**src/rtl/noise_gate_pkg.sv**
```systemverilog
// ---------------------------------------------------------------------------
// noise_gate_pkg : shared types, constants and arithmetic helpers
// rev 1.0
// ---------------------------------------------------------------------------
`default_nettype none

package noise_gate_pkg;

  localparam int GAIN_W   = 9;
  localparam int SAMPLE_W = 32;
  localparam logic [GAIN_W-1:0] GAIN_ONE = 9'd256;

  typedef enum logic [2:0] {
    CLOSED  = 3'd0,
    ATTACK  = 3'd1,
    OPEN    = 3'd2,
    HOLD    = 3'd3,
    RELEASE = 3'd4
  } gate_state_t;

  // Magnitude of a two's-complement sample; the most negative value clips to max positive.
  function automatic logic [SAMPLE_W-1:0] sat_abs(input logic [SAMPLE_W-1:0] x);
    if (x == 32'h8000_0000) begin
      return 32'h7FFF_FFFF;
    end else if (x[SAMPLE_W-1]) begin
      return (~x) + 32'd1;
    end else begin
      return x;
    end
  endfunction

  function automatic logic [SAMPLE_W-1:0] apply_gain(input logic [SAMPLE_W-1:0] s,
                                                     input logic [GAIN_W-1:0]   g);
    logic signed [40:0] p;
    p = $signed({{9{s[SAMPLE_W-1]}}, s}) * $signed({32'b0, g});
    return 32'(p >>> 8);
  endfunction

endpackage

`default_nettype wire

```
**src/rtl/gate_envelope.sv**
```systemverilog
// ---------------------------------------------------------------------------
// gate_envelope : stereo peak detector with exponential decay
// rev 1.0
// ---------------------------------------------------------------------------
`default_nettype none

module gate_envelope
  import noise_gate_pkg::*;
#(
  parameter int DECAY_SHIFT = 6
) (
  input  logic                CLOCK_50,
  input  logic                resetn,
  input  logic                in_valid,
  input  logic [SAMPLE_W-1:0] in_L,
  input  logic [SAMPLE_W-1:0] in_R,
  output logic [SAMPLE_W-1:0] env,
  output logic                env_valid
);

  logic [SAMPLE_W-1:0] abs_L, abs_R, peak;
  logic [SAMPLE_W-1:0] env_q;
  logic                valid_q;

  assign abs_L = sat_abs(in_L);
  assign abs_R = sat_abs(in_R);
  assign peak  = (abs_L > abs_R) ? abs_L : abs_R;

  always_ff @(posedge CLOCK_50 or negedge resetn) begin
    if (!resetn) begin
      env_q   <= '0;
      valid_q <= 1'b0;
    end else begin
      valid_q <= in_valid;
      if (in_valid) begin
        env_q <= (peak > env_q) ? peak : env_q - (env_q >> DECAY_SHIFT);
      end
    end
  end

  assign env       = env_q;
  assign env_valid = valid_q;

endmodule

`default_nettype wire

```
**src/rtl/noise_gate.sv**
```systemverilog
// ---------------------------------------------------------------------------
// noise_gate : stereo noise gate, shared envelope drives a ramped gain FSM
// rev 1.0
// ---------------------------------------------------------------------------
`default_nettype none

module noise_gate
  import noise_gate_pkg::*;
#(
  parameter logic [31:0] OPEN_THRESH  = 32'd2000000,
  parameter logic [31:0] CLOSE_THRESH = 32'd1000000,
  parameter int          HOLD_SAMPLES = 2400,
  parameter int          ATTACK_STEP  = 32,
  parameter int          RELEASE_STEP = 1,
  parameter int          DECAY_SHIFT  = 6
) (
  input  logic                CLOCK_50,
  input  logic                resetn,
  input  logic                enable,
  input  logic                in_valid,
  input  logic [SAMPLE_W-1:0] in_L,
  input  logic [SAMPLE_W-1:0] in_R,
  output logic                out_valid,
  output logic [SAMPLE_W-1:0] out_L,
  output logic [SAMPLE_W-1:0] out_R,
  output logic                gate_open
);

  localparam int CNT_W = (HOLD_SAMPLES > 1) ? $clog2(HOLD_SAMPLES) : 1;
  localparam logic [CNT_W-1:0] HOLD_INIT = CNT_W'(HOLD_SAMPLES - 1);

  logic [SAMPLE_W-1:0] env;
  logic                v1;
  logic [SAMPLE_W-1:0] s1_L_q, s1_R_q, s2_L_q, s2_R_q, out_L_q, out_R_q;
  logic                v2_q, out_valid_q;

  gate_state_t         state_q, state_d;
  logic [GAIN_W-1:0]   gain_q, gain_d, gain_up, gain_dn;
  logic [GAIN_W:0]     gain_sum;
  logic [CNT_W-1:0]    cnt_q, cnt_d;
  logic                env_hi, env_lo;

  gate_envelope #(
    .DECAY_SHIFT(DECAY_SHIFT)
  ) u_env (
    .CLOCK_50 (CLOCK_50),
    .resetn   (resetn),
    .in_valid (in_valid),
    .in_L     (in_L),
    .in_R     (in_R),
    .env      (env),
    .env_valid(v1)
  );

  assign env_hi   = (env >= OPEN_THRESH);
  assign env_lo   = (env <  CLOSE_THRESH);
  assign gain_sum = {1'b0, gain_q} + (GAIN_W+1)'(ATTACK_STEP);
  assign gain_up  = (gain_sum >= {1'b0, GAIN_ONE}) ? GAIN_ONE : gain_sum[GAIN_W-1:0];
  assign gain_dn  = (gain_q <= GAIN_W'(RELEASE_STEP)) ? '0 : gain_q - GAIN_W'(RELEASE_STEP);

  always_comb begin
    state_d = state_q;
    gain_d  = gain_q;
    cnt_d   = cnt_q;
    if (!enable) begin
      // Bypass parks the gate fully open so re-enabling is click-free.
      state_d = OPEN;
      gain_d  = GAIN_ONE;
      cnt_d   = '0;
    end else begin
      case (state_q)
        CLOSED: begin
          if (env_hi) begin
            state_d = ATTACK;
            gain_d  = gain_up;
          end
        end
        ATTACK: begin
          gain_d = gain_up;
          if (gain_up == GAIN_ONE) state_d = OPEN;
        end
        OPEN: begin
          if (env_lo) begin
            state_d = HOLD;
            cnt_d   = HOLD_INIT;
          end
        end
        HOLD: begin
          if (env_hi)              state_d = OPEN;
          else if (cnt_q == '0)    state_d = RELEASE;
          else                     cnt_d   = cnt_q - CNT_W'(1);
        end
        RELEASE: begin
          if (env_hi) begin
            state_d = ATTACK;
            gain_d  = gain_up;
          end else begin
            gain_d = gain_dn;
            if (gain_dn == '0) state_d = CLOSED;
          end
        end
        default: state_d = CLOSED;
      endcase
    end
  end

  always_ff @(posedge CLOCK_50 or negedge resetn) begin
    if (!resetn) begin
      state_q <= CLOSED;
      gain_q  <= '0;
      cnt_q   <= '0;
    end else if (v1) begin
      state_q <= state_d;
      gain_q  <= gain_d;
      cnt_q   <= cnt_d;
    end
  end

  always_ff @(posedge CLOCK_50 or negedge resetn) begin
    if (!resetn) begin
      s1_L_q      <= '0;
      s1_R_q      <= '0;
      s2_L_q      <= '0;
      s2_R_q      <= '0;
      v2_q        <= 1'b0;
      out_L_q     <= '0;
      out_R_q     <= '0;
      out_valid_q <= 1'b0;
    end else begin
      if (in_valid) begin
        s1_L_q <= in_L;
        s1_R_q <= in_R;
      end
      if (v1) begin
        s2_L_q <= s1_L_q;
        s2_R_q <= s1_R_q;
      end
      v2_q <= v1;
      // gain_q already holds the value computed from this sample's own envelope.
      if (v2_q) begin
        out_L_q <= apply_gain(s2_L_q, gain_q);
        out_R_q <= apply_gain(s2_R_q, gain_q);
      end
      out_valid_q <= v2_q;
    end
  end

  assign out_valid = out_valid_q;
  assign out_L     = out_L_q;
  assign out_R     = out_R_q;
  assign gate_open = (state_q == ATTACK) || (state_q == OPEN) || (state_q == HOLD);

endmodule

`default_nettype wire

```
**config.mk**
```make
export PLATFORM = sky130hd
export DESIGN_NAME = noise_gate
export DESIGN_NICKNAME = d
export VERILOG_FILES = /design/src/rtl/noise_gate_pkg.sv /design/src/rtl/gate_envelope.sv /design/src/rtl/noise_gate.sv
export SDC_FILE = /design/constraint.sdc
export NUM_CORES = 2
export LEC_CHECK = 0
export ABC_CLOCK_PERIOD_IN_PS = 6700
export BUFFER_PORTS_ARGS = -buffer_cell sky130_fd_sc_hd__buf_2
export CAP_MARGIN = 20
export CORE_MARGIN = 2
export CORE_UTILIZATION = 30
export DETAILED_ROUTE_END_ITERATION = 12
export GPL_TIMING_DRIVEN = 0
export PLACE_DENSITY_LB_ADDON = 0.25
export SETUP_SLACK_MARGIN = 0.5
export SLEW_MARGIN = 0
export SYNTH_ARGS = -nofsm -noshare
export SYNTH_HDL_FRONTEND = slang
export SYNTH_SLANG_ARGS = --single-unit
```
**constraint.sdc**
```tcl
create_clock -name CLOCK_50 -period 6.7 [get_ports CLOCK_50]
set_clock_uncertainty 0.1 [all_clocks]
set_input_delay 0.67 -clock CLOCK_50 [delete_from_list [all_inputs] [get_ports CLOCK_50]]
set_output_delay 0.67 -clock CLOCK_50 [all_outputs]
set_load 0.02 [all_outputs]
```
==> flow_summary.yaml <==
outcome:
  status: "complete, but fails checks"
  violations: "setup timing"
timing:
  final_max_slew_viol_count: 0
  worst_pin_slew_ns: 1.17
  fin_crit_ns: 6.95
  whs_ns: 0.167
  post-route-period-util_pct: 104
  layout_setup_ws_ns: -0.246
  rsz0062_at_grt: "true"
  slew_headroom_pct: 22.3
  fin_setup_tns_ns: -6.00
  clock.fmax_mhz: 144
  finalSetupViolations: 32
  finalHoldViolCount: 0
critical_path:
  crit_fanout: 6
  cp.required_ns: 7.05
  crit_end: "u_env.env[9]$_DFFE_PN0P_"
  r2r_start: "gain_q[4]$_DFFE_PN0P_"
  crit_path_start: "in_R[13]"
  cp-start-kind: "primary input"
  worstPathArrival_ns: 7.29
  crit_slowest_cell: "or4_4"
  endpoint_kind: "flop"
  r2r_cells: 26
  path_common_cell: "buf_6"
  max_stage_delay_ns: 0.47
  reg2reg_setup_slack_ns: 0.23
  reg2reg_to: "out_L[27]$_DFFE_PN0P_"
  criticalPathCategory: "primary input to flop"
synthesis:
  ys_seq_area_share_pct: 18.6
  synth_area_um2: 33700
  synthFlopType: "dfrtp_1"
  yosys_warnings: 0
  syn_nets: 4387
  synth_edf_count: 0
  synthCells: 3605
  synthTopCellsByCount: "567 x inv_1, 453 x fa_1, 386 x and2_1"
  yosys-top-cells-area: "fa_1 27%, dfrtp_1 19%, ha_1 9.7%"
  synth_cell_type_count: 82
  yosysTopAreaCellShare_pct: 26.9
  synth.avg_cell_area_um2: 9.35
  synth.largest_area_cell: "fa_1"
  yosysMostFrequentCell: "inv_1"
  synthArstFlopShare_pct: 100
  ys_seq_elements: 251
clock_network:
  cts-root-buf: "clkbuf_16"
  clk_path_buf_depth: 3
  cts_sinks: 251
  clk_pin_slew_worst_paths_ns: 0.06
  cts_made_buffers: 38
  clk_latency_ns: 0.59
  cts_tree: "done"
  h-tree-depth: 2
power:
  p_leak_uw: 0.0199
  vdd_ir_drop_max_mv: 0.180
  p_per_area_nw_per_um2: 205
  power_uw: 8540
final_layout:
  fin_util_pct: 37.6
  design_area_um2: 41700
  fin_nets: 4720
  drive_above_1_share_pct: 23.5
  area_growth_pct: 23.7
routing:
  wl_per_cell_um: 19.8
  vias_per_cell: 4.81
  drtAntennaViolNets: 0
  drtPass1Iterations: 5
  wl_um: 108000
  num_vias: 26272
  drc: 0
  first_iter_violations: 1365
die:
  initial_core_util_pct: 30.4
  chipWidth_um: 339
  dieArea_um2: 115000
  core_area_um2: 111000
  die_height_um: 339
  row_count: 122
  io_pins: 134
job:
  cap_viol_max_count: 0
grt:
  grt_max_degree: 100
  grt_antenna_before_repair: 47
  grt_pass1_wl_um: 166000
  grt_usage_pct: 18.8
  grt_pass1_vias: 27398
  overflow: 0
placed_design:
  placed_area_um2: 36400
  hpwl_um: 84100
  port_buffers: 132
  place_congestion: 0.854
worst_hold_path:
  min_path_type: "primary input to flop"
-- sequential cells by signal, indices dropped and copies added (netlist names), 3 cells and up --
name       flops
cnt_q         12
out_R         32
state_q        3
s1_R_q        32
s1_L_q        32
out_L         32
s2_L_q        32
gain_q         9
u_env.env     32
s2_R_q        32
-- critical path, delay by kind of cell --
family                   cells  cell delay (ns)
adder cells (fa/ha/maj)      2             0.57
AND/OR/NAND/NOR             10             2.54
AO/OA/AOI/OAI                7             1.55
multiplexers                 3             0.88
buffers and inverters        8             1.07
-- cells in the final DEF, fill, tap and decap left out, drive strengths merged, types with 33 or more instances in the layout --
master	Yosys	final
xnor2	76	76
inv	567	569
nor3	37	37
xor2	70	70
mux2	195	195
ha	261	261
a21o	47	47
fa	453	453
dfrtp	251	251
a21oi	154	154
nand3	39	39
nand2	337	337
o21ai	97	97
nor2	123	123
and2	386	386
buf	64	358
mux2i	33	33
clkbuf	117	159
-- final cells by class --
cell class / instances / area, um^2
Fill cell: 11096 / 69300
Multi-Input combinational cell: 2606 / 26500
Sequential cell: 251 / 6280
Timing Repair Buffer: 292 / 2220
Inverter: 567 / 2130
Tap cell: 1488 / 1860
Buffer: 182 / 1380
Clock buffer: 45 / 1020
Clock inverter: 22 / 254
Antenna cell: 9 / 22.5
-- kinds of logic after synthesis --
group,after synthesis,share of synthesized area [%]
xor gates and xnor gates,146,3.80
buffers and inverters,749,8.49
and+or+nand+nor,1060,16.3
AOI/OAI and AO/OA,457,8.65
DFF,251,18.6
muxes,228,7.53
adders and majority gates,714,36.6
-- metrics by stage --
step	cells	worst slack, ns
3_3_place_gp	5225	-1.92
6_report	5462	-0.246
2_1_floorplan	3605	-0.204
5_1_grt	5458	-0.506
4_1_cts	5407	-0.107
3_5_place_dp	5228	-1.92
-- power breakdown --
part           switching, uW  internal [uW]  leakage (uW)
Clock                    843           1250      0.000618
Combinational           2440           1920        0.0163
Sequential               258           1830       0.00294
-- worst min path at each step --
stage,depth (start not counted),end,slack [ns],from
CTS,1,u_env.env_valid$_DFF_PN0_,0.14,in_valid
floorplan,0,out_valid$_DFF_PN0_,0.25,v2_q$_DFF_PN0_
detailed placement,0,out_valid$_DFF_PN0_,0.32,v2_q$_DFF_PN0_
global placement,0,v2_q$_DFF_PN0_,0.32,u_env.env_valid$_DFF_PN0_
finish,1,u_env.env_valid$_DFF_PN0_,0.17,in_valid
global route,1,u_env.env_valid$_DFF_PN0_,0.16,in_valid
-- layer usage --
metal  wire length [um]  GRT usage, %  vias up
met5                307             0        -
met4               2890          4.79       52
met3               7930          4.84      191
met2              48800          30.0      591
met1              48100          25.2    13213
li1                   -             -    12225
-- repair_timing --
| item | 4_1_cts | 5_1_grt |
|---|---|---|
| buffers inserted | 105 | 44 |
| gates resized for setup | 423 | 191 |
| endpoints found under the setup margin | 91 | 67 |
| pin swaps | 141 | 146 |
| hold endpoints to repair | 62 | 0 |
| hold buffers | 1 | 0 |
| gates cloned | 6 | 0 |
Power figures use the tool's default switching activity.
